--- config.mk ---
export PLATFORM = sky130hd
export DESIGN_NAME = reaction_autoresponder
export DESIGN_NICKNAME = d
export VERILOG_FILES = /design/src/rtl/reaction_autoresponder.sv
export SDC_FILE = /design/constraint.sdc
export NUM_CORES = 1
export LEC_CHECK = 0
export CAP_MARGIN = 20
export CORE_MARGIN = 2
export CORE_UTILIZATION = 32
export DETAILED_ROUTE_END_ITERATION = 16
export GPL_TIMING_DRIVEN = 0
export PLACE_DENSITY_LB_ADDON = 0.2
export SLEW_MARGIN = 20
export SYNTH_ARGS = -nofsm -noshare
export SYNTH_HDL_FRONTEND = slang
export SYNTH_SLANG_ARGS = --single-unit
--- constraint.sdc ---
create_clock -name MAX10_CLK1_50 -period 4.8 [get_ports MAX10_CLK1_50]
set_clock_uncertainty 0.1 [all_clocks]
set_input_delay 0.96 -clock MAX10_CLK1_50 [delete_from_list [all_inputs] [get_ports MAX10_CLK1_50]]
set_output_delay 0.96 -clock MAX10_CLK1_50 [all_outputs]
set_load 0.05 [all_outputs]
--- src/rtl/reaction_autoresponder.sv ---
// Self-test player for the reaction-timer game: waits for the stimulus, holds off a
// programmed number of millisecond ticks, then emulates an active-low key press.
module reaction_autoresponder #(
  parameter int TICK_DIV = 50000,
  parameter int PRESS_MS = 20,
  parameter int MAX_MS   = 9999
) (
  input  logic        MAX10_CLK1_50,
  input  logic        reset,
  input  logic        enable,
  input  logic        stim,
  input  logic [13:0] delay_ms,
  output logic        key_n,
  output logic        busy,
  output logic        done,
  output logic        missed,
  output logic [13:0] elapsed_ms
);

  localparam int PRE_W  = (TICK_DIV > 1) ? $clog2(TICK_DIV) : 1;
  localparam int HOLD_W = (PRESS_MS > 1) ? $clog2(PRESS_MS + 1) : 1;
  localparam logic [PRE_W-1:0]  PRE_LAST  = PRE_W'(TICK_DIV - 1);
  localparam logic [HOLD_W-1:0] HOLD_LAST = HOLD_W'(PRESS_MS - 1);
  localparam logic [13:0]       MAX_LAT   = 14'(MAX_MS);

  typedef enum logic [2:0] {
    S_IDLE,
    S_ARM,
    S_WAIT,
    S_DELAY,
    S_PRESS,
    S_DONE
  } state_t;

  state_t state_reg, state_next;

  logic [2:0]        sync_reg;
  logic [2:0]        sync_next;
  logic [PRE_W-1:0]  pre_reg, pre_next;
  logic [HOLD_W-1:0] hold_reg, hold_next;
  logic [13:0]       lat_reg, lat_next;
  logic [13:0]       cnt_reg, cnt_next;
  logic [13:0]       elapsed_reg, elapsed_next;
  logic              key_n_reg, key_n_next;
  logic              busy_reg, busy_next;
  logic              done_reg, done_next;
  logic              missed_reg, missed_next;

  logic        s2, s3, rise, fall, tick;
  logic        timed_next, entering;
  logic [13:0] cnt_inc;
  logic [13:0] lat_clamped;

  // Stage 0/1 resynchronize the asynchronous stimulus; stage 2 is the edge reference.
  assign sync_next = {sync_reg[1:0], stim};

  generate
    for (genvar gi = 0; gi < 3; gi++) begin : g_sync
      always_ff @(posedge MAX10_CLK1_50) begin
        if (reset) begin
          sync_reg[gi] <= 1'b0;
        end else begin
          sync_reg[gi] <= sync_next[gi];
        end
      end
    end
  endgenerate

  assign s2          = sync_reg[1];
  assign s3          = sync_reg[2];
  assign rise        = s2 & ~s3;
  assign fall        = ~s2 & s3;
  assign tick        = (pre_reg == PRE_LAST);
  assign cnt_inc     = cnt_reg + 14'd1;
  assign lat_clamped = (delay_ms > MAX_LAT) ? MAX_LAT : delay_ms;

  always_comb begin
    state_next = state_reg;
    if (!enable) begin
      state_next = S_IDLE;
    end else begin
      case (state_reg)
        S_IDLE:  state_next = S_ARM;
        S_ARM:   if (!s2) state_next = S_WAIT;
        S_WAIT:  if (rise) state_next = S_DELAY;
        S_DELAY: begin
          // A dropped stimulus takes priority over a press that would start this cycle.
          if (fall) begin
            state_next = S_ARM;
          end else if ((lat_reg == 14'd0) || (tick && (cnt_inc == lat_reg))) begin
            state_next = S_PRESS;
          end
        end
        S_PRESS: if (tick && (hold_reg == HOLD_LAST)) state_next = S_DONE;
        S_DONE:  state_next = S_ARM;
        default: state_next = S_IDLE;
      endcase
    end

    timed_next = (state_next == S_DELAY) || (state_next == S_PRESS);
    entering   = timed_next && (state_next != state_reg);

    pre_next = '0;
    if (timed_next && !entering) begin
      pre_next = tick ? '0 : pre_reg + 1'b1;
    end

    lat_next = lat_reg;
    cnt_next = cnt_reg;
    if ((state_reg == S_WAIT) && (state_next == S_DELAY)) begin
      lat_next = lat_clamped;
      cnt_next = '0;
    end else if ((state_reg == S_DELAY) && tick && (lat_reg != 14'd0)) begin
      cnt_next = cnt_inc;
    end

    elapsed_next = elapsed_reg;
    if ((state_reg == S_DELAY) && (state_next == S_PRESS)) begin
      elapsed_next = cnt_next;
    end

    hold_next = '0;
    if ((state_reg == S_PRESS) && (state_next == S_PRESS)) begin
      hold_next = tick ? hold_reg + 1'b1 : hold_reg;
    end

    key_n_next  = (state_next != S_PRESS);
    busy_next   = timed_next;
    done_next   = (state_next == S_DONE);
    missed_next = (state_reg == S_DELAY) && (state_next == S_ARM);
  end

  always_ff @(posedge MAX10_CLK1_50) begin
    if (reset) begin
      state_reg   <= S_IDLE;
      pre_reg     <= '0;
      hold_reg    <= '0;
      lat_reg     <= '0;
      cnt_reg     <= '0;
      elapsed_reg <= '0;
      key_n_reg   <= 1'b1;
      busy_reg    <= 1'b0;
      done_reg    <= 1'b0;
      missed_reg  <= 1'b0;
    end else begin
      state_reg   <= state_next;
      pre_reg     <= pre_next;
      hold_reg    <= hold_next;
      lat_reg     <= lat_next;
      cnt_reg     <= cnt_next;
      elapsed_reg <= elapsed_next;
      key_n_reg   <= key_n_next;
      busy_reg    <= busy_next;
      done_reg    <= done_next;
      missed_reg  <= missed_next;
    end
  end

  assign key_n      = key_n_reg;
  assign busy       = busy_reg;
  assign done       = done_reg;
  assign missed     = missed_reg;
  assign elapsed_ms = elapsed_reg;

endmodule

# After elaboration in Yosys (flattened, before gate mapping)
# Cells that the tools add are included.
# classes
n_addsub,3
bitwise,6
muxes,10
reduce_logical,19
eq_ne,14
order_cmp,1
# ops
operator,n
14-bit two-way mux,3
3-bit two-way mux,6
16-bit by 1-bit adder with 16-bit output (second input constant),1
16-bit equality test (second input constant),1
3-bit case mux with 5 select lines,1
14-bit by 1-bit adder with 14-bit output (second input constant),1
14-bit equality test,1
14-bit greater-than comparator (second input constant),1
14-bit zero test,1
14-bit nonzero test,1
3-bit equality test (second input constant),4
1-bit logical AND,10
3-bit by 2-bit equality test with 1-bit output (second input constant),3
3-bit by 1-bit equality test with 1-bit output (second input constant),2
5-bit by 1-bit adder with 5-bit output (second input constant),1
5-bit equality test (second input constant),1
1-bit NOT,4
2-bit OR reduction,2
3-bit zero test,1
3-bit != test,1
3-bit != test (second input constant),1
3-bit OR reduction,1
1-bit AND,2
1-bit logical OR,2
1-bit zero test,1
# word_totals
inputBits,18
regBits,73
output_inout_bits,18
wordCells,66

# Longest topological paths before layout
# logic_depth
word_depth,15
depth_mapped,12
mapped_depth_nobuf,9

# Worst setup path after synthesis
# OpenSTA, ideal clock, no wires.
# synth_path
path_kind,reg2reg
from,reg pre_reg[5]
to,reg elapsed_reg[10] (netlist: elapsed_ms[10])
t_required_ns,4.579
synth_period_minus_slack_ns,3.039
path_stages_with_launch,11
slack_ns,1.761
path_buffers,2
setup_time_ns,0.121
arrival_ns,2.818
cell_sequence,dfxtp_1 > or4b_4 > or4_1 > a211o_1 > nor4_4 > o2111ai_4 > nand2b_1 > and3_1 > buf_2 > buf_4 > mux2_2
# synth_via
elab_chain_cells,10
elab_cells_between_ends,17
cone_classes,eq/ne (3); mux (7); reduce/logical (7)
# synth_rtl
item,line_no,rtl
start: declaration,39,"logic [PRE_W-1:0] pre_reg, pre_next;"
start signal: assignment,147,pre_reg <= pre_next;
16-bit equality test (*),73,assign tick = (pre_reg == PRE_LAST);
1-bit logical AND,90,end else if ((lat_reg == 14'd0) || (tick && (cnt_inc == lat_reg))) begin
1-bit logical OR,90,
3-bit two-way mux,90,
3-bit two-way mux,88,if (fall) begin
3-bit case mux with 5 select lines,82,case (state_reg)
3-bit two-way mux,79,if (!enable) begin
3-bit by 2-bit equality test with 1-bit output,110,if ((state_reg == S_WAIT) && (state_next == S_DELAY)) begin
1-bit logical AND,110,
14-bit two-way mux,110,
end signal: assignment,151,elapsed_reg <= elapsed_next;
end: declaration,43,"logic [13:0] elapsed_reg, elapsed_next;"
# Every way passes the cells marked *; elsewhere a longest branch is shown, timed or not.
# A chain may end at the register's enable or synchronous reset.

# Final worst setup path
# layout_path
from,in enable
to,reg elapsed_reg[4] (netlist: elapsed_ms[4])
# layout_via
elab_chain_cells,4
elab_cells_between_ends,6
cone_classes,eq/ne (2); mux (2); reduce/logical (2)
# layout_rtl
item,line_no,rtl
start: declaration,10,"input logic enable,"
3-bit two-way mux (*),79,
3-bit by 2-bit equality test with 1-bit output,110,
1-bit logical AND,110,
14-bit two-way mux,110,
# Marks and branches as above.

==> impl_metrics.tcl <==
set metrics [dict create \
    status "complete, no violations" \
    io_pins 36 \
    io_buffers 35 \
    cpMostUsedCell "clkbuf_1" \
    fin_ws_ns 1.210 \
    arrival_ns 3.71 \
    period_needed_ns 3.590 \
    cts_buffers 9 \
    max_slew.worst_pin.slew_ns 0.9617 \
    antenna_found_initial 0 \
    place_congestion 0.8212 \
    synthFlopType "dfxtp_1" \
    seq_area_frac_synth 0.3938 \
    cts_hold_buf 0 \
    clk_pin_slew_worst_paths_ns 0.06 \
    ant_nets 0 \
    fin_util 0.4027 \
    path_delay_family "simple AND/OR/NAND/NOR gates" \
    cts_buffer_depth 2 \
    fin_crit_sh 0.7479 \
    num-nets-final 494 \
    die_y_um 111.7 \
    worstPathBufferInverterCount 3 \
    start_util 0.3264 \
    final_area_um2 4578 \
    ys_ff_latch 73 \
    rsz0062_at_grt "no" \
    tns_ns 0 \
    power_uw 1421 \
    slowest_delay_ns 0.74 \
    drtIter0Drc 87 \
    ys_top_cells_by_area "dfxtp_1 (39%), xnor2_1 (6.6%), nor2_1 (5.6%), xor2_1 (4.5%), nand2_1 (4.2%)" \
    clk-insertion-delay-late_ns 0.33 \
    async_flop_share 0 \
    final_cell_mix "dfxtp_1 (73), nor2_1 (55), nand2_1 (42), clkdlybuf4s50_1 (35), xnor2_1 (28)" \
    track_usage 0.1460 \
    r2r_cells 9 \
    cts_resized 0 \
    avgSynthCellArea_um2 8.691 \
    totalWireLength_mm 8.433 \
    synth_cells 427 \
    synthesis.nets 448 \
    diodes 0 \
    power_density_nw_per_um2 310.4 \
    viasPerCell 4.947 \
    slew_headroom 0.3529 \
    dp_hpwl_mm 6.459 \
    final_max_slew_viol_count 0 \
    vias 3072 \
    yosysWarnings 0 \
    vdd_ir_drop_max_v 0.0002071 \
    synth.distinct_cells 56 \
    grt_max_degree 13 \
    cts_setup_buffers 0 \
    yosys.area.top_type_share 0.3938 \
    slowest_stage "nor4_1" \
    drv_cap 0 \
    largest_reg_flops 16 \
    drcViolationCount 0 \
    core_area_um2 11370 \
    placed_area_um2 4240 \
    dieArea_um2 12470 \
    start_kind "primary input" \
    h-tree-depth 3 \
    max_freq_mhz 278.6 \
    synthToLayoutAreaGrowth_pct 23.36 \
    synth_top_cell_by_area "dfxtp_1" \
    cp_cell_sequence "clkdlybuf4s50_1, nand2b_1, nor4_1, or2_2, clkbuf_1, clkbuf_1, nor2_1, mux2_1" \
    first_global_vias 3114 \
    syn-cell-area_um2 3711 \
    worst_ep_required_time_ns 4.92 \
    layout_commonest_cell "dfxtp_1" \
    root_buffer "clkbuf_16" \
    cts_tree "built" \
    hold_path_depth 1 \
    grt_first_pass_wirelength_mm 14.73 \
    n_fill_cell 1177 \
    cp_max_fo 10 \
    p_leak_uw 0.001569 \
    drive_gt1_frac 0.09414 \
    worstSetupPathDepth 8 \
    hold_violations 0 \
    path_class "primary input to flop" \
    rows 39 \
    routedWlPerCell_um 13.58 \
    end_kind "flop" \
    synth-edff-count 0 \
    overflow 0 \
    dr.pass1.iters 4 \
    post-place-ws_ns 0.7876 \
    chipWidth_um 111.7 \
    holdCritPathClass "flop to flop" \
    cts.sinks 73 \
    setup-violations-final 0 \
]
## metal layers
layer	vias to the layer above	routed length, um	track usage
li1	1565	-	-
met1	1443	3863	0.1737
met2	52	4086	0.2477
met3	12	323	0.04246
met4	0	160	0.05844
met5	-	0	0
## worst paths after layout
path / startpoint / end / slack [ns]
setup / recovery: enable / elapsed_ms[4] / 1.21
setup reg to reg: pre_reg[5] / pre_reg[14] / 1.39
hold reg to reg: sync_next[1] / s2 / 0.35
hold / removal: sync_next[1] / s2 / 0.35
## final cells by class
type | instances | area [um^2] | area share
well taps | 143 | 178.9 | 0.03908
plain buffers | 22 | 96.34 | 0.02104
inverters | 5 | 18.77 | 0.004099
flip-flops and latches | 73 | 1461 | 0.3192
clock buffers | 12 | 256.5 | 0.05603
multi-input cells | 327 | 2141 | 0.4676
clock inverters | 4 | 75.07 | 0.01640
repair buffers | 35 | 350.3 | 0.07652
## power breakdown
part           internal (uW)  switching [uW]  total (uW)
clock                    483             248         731
combinational           33.3            44.1        77.4
sequential               610            3.06         613
## synthesized netlist by cell type, drive strengths merged, types with 2 or more instances
library cell,n
nor3,19
nand3b,4
nand2,42
o21a,2
nor3b,3
or4b,2
mux2i,4
nor4,11
ha,3
and3,5
o2111ai,2
o22ai,2
or3,2
a211oi,3
xor2,19
and4,6
a211o,2
inv,5
o311a,2
buf,4
and2,2
clkbuf,18
nor2b,21
nand2b,7
nand4,10
or4,2
xnor2,28
a31oi,4
nor2,65
a21oi,11
o21ai,4
dfxtp,73
nand3,15
mux2,15
## per-stage QoR
stage | instances | hold WS [ns]
detailed placement | 605 | 0.3359
CTS | 621 | 0.3516
global placement | 605 | 0.3427
global route | 621 | 0.3725
floorplan | 427 | 0.3138
finish | 621 | 0.3539
## logic make-up after synthesis
logic type,Yosys count,share of synthesized area
flops,73,0.3938
simple gates,219,0.3139
compound gates,39,0.08058
mux,19,0.05968
fa+ha+maj,3,0.01012
buf+inv,27,0.03102
xor+xnor,47,0.1109
No activity file was read; power rests on OpenSTA's default activity.
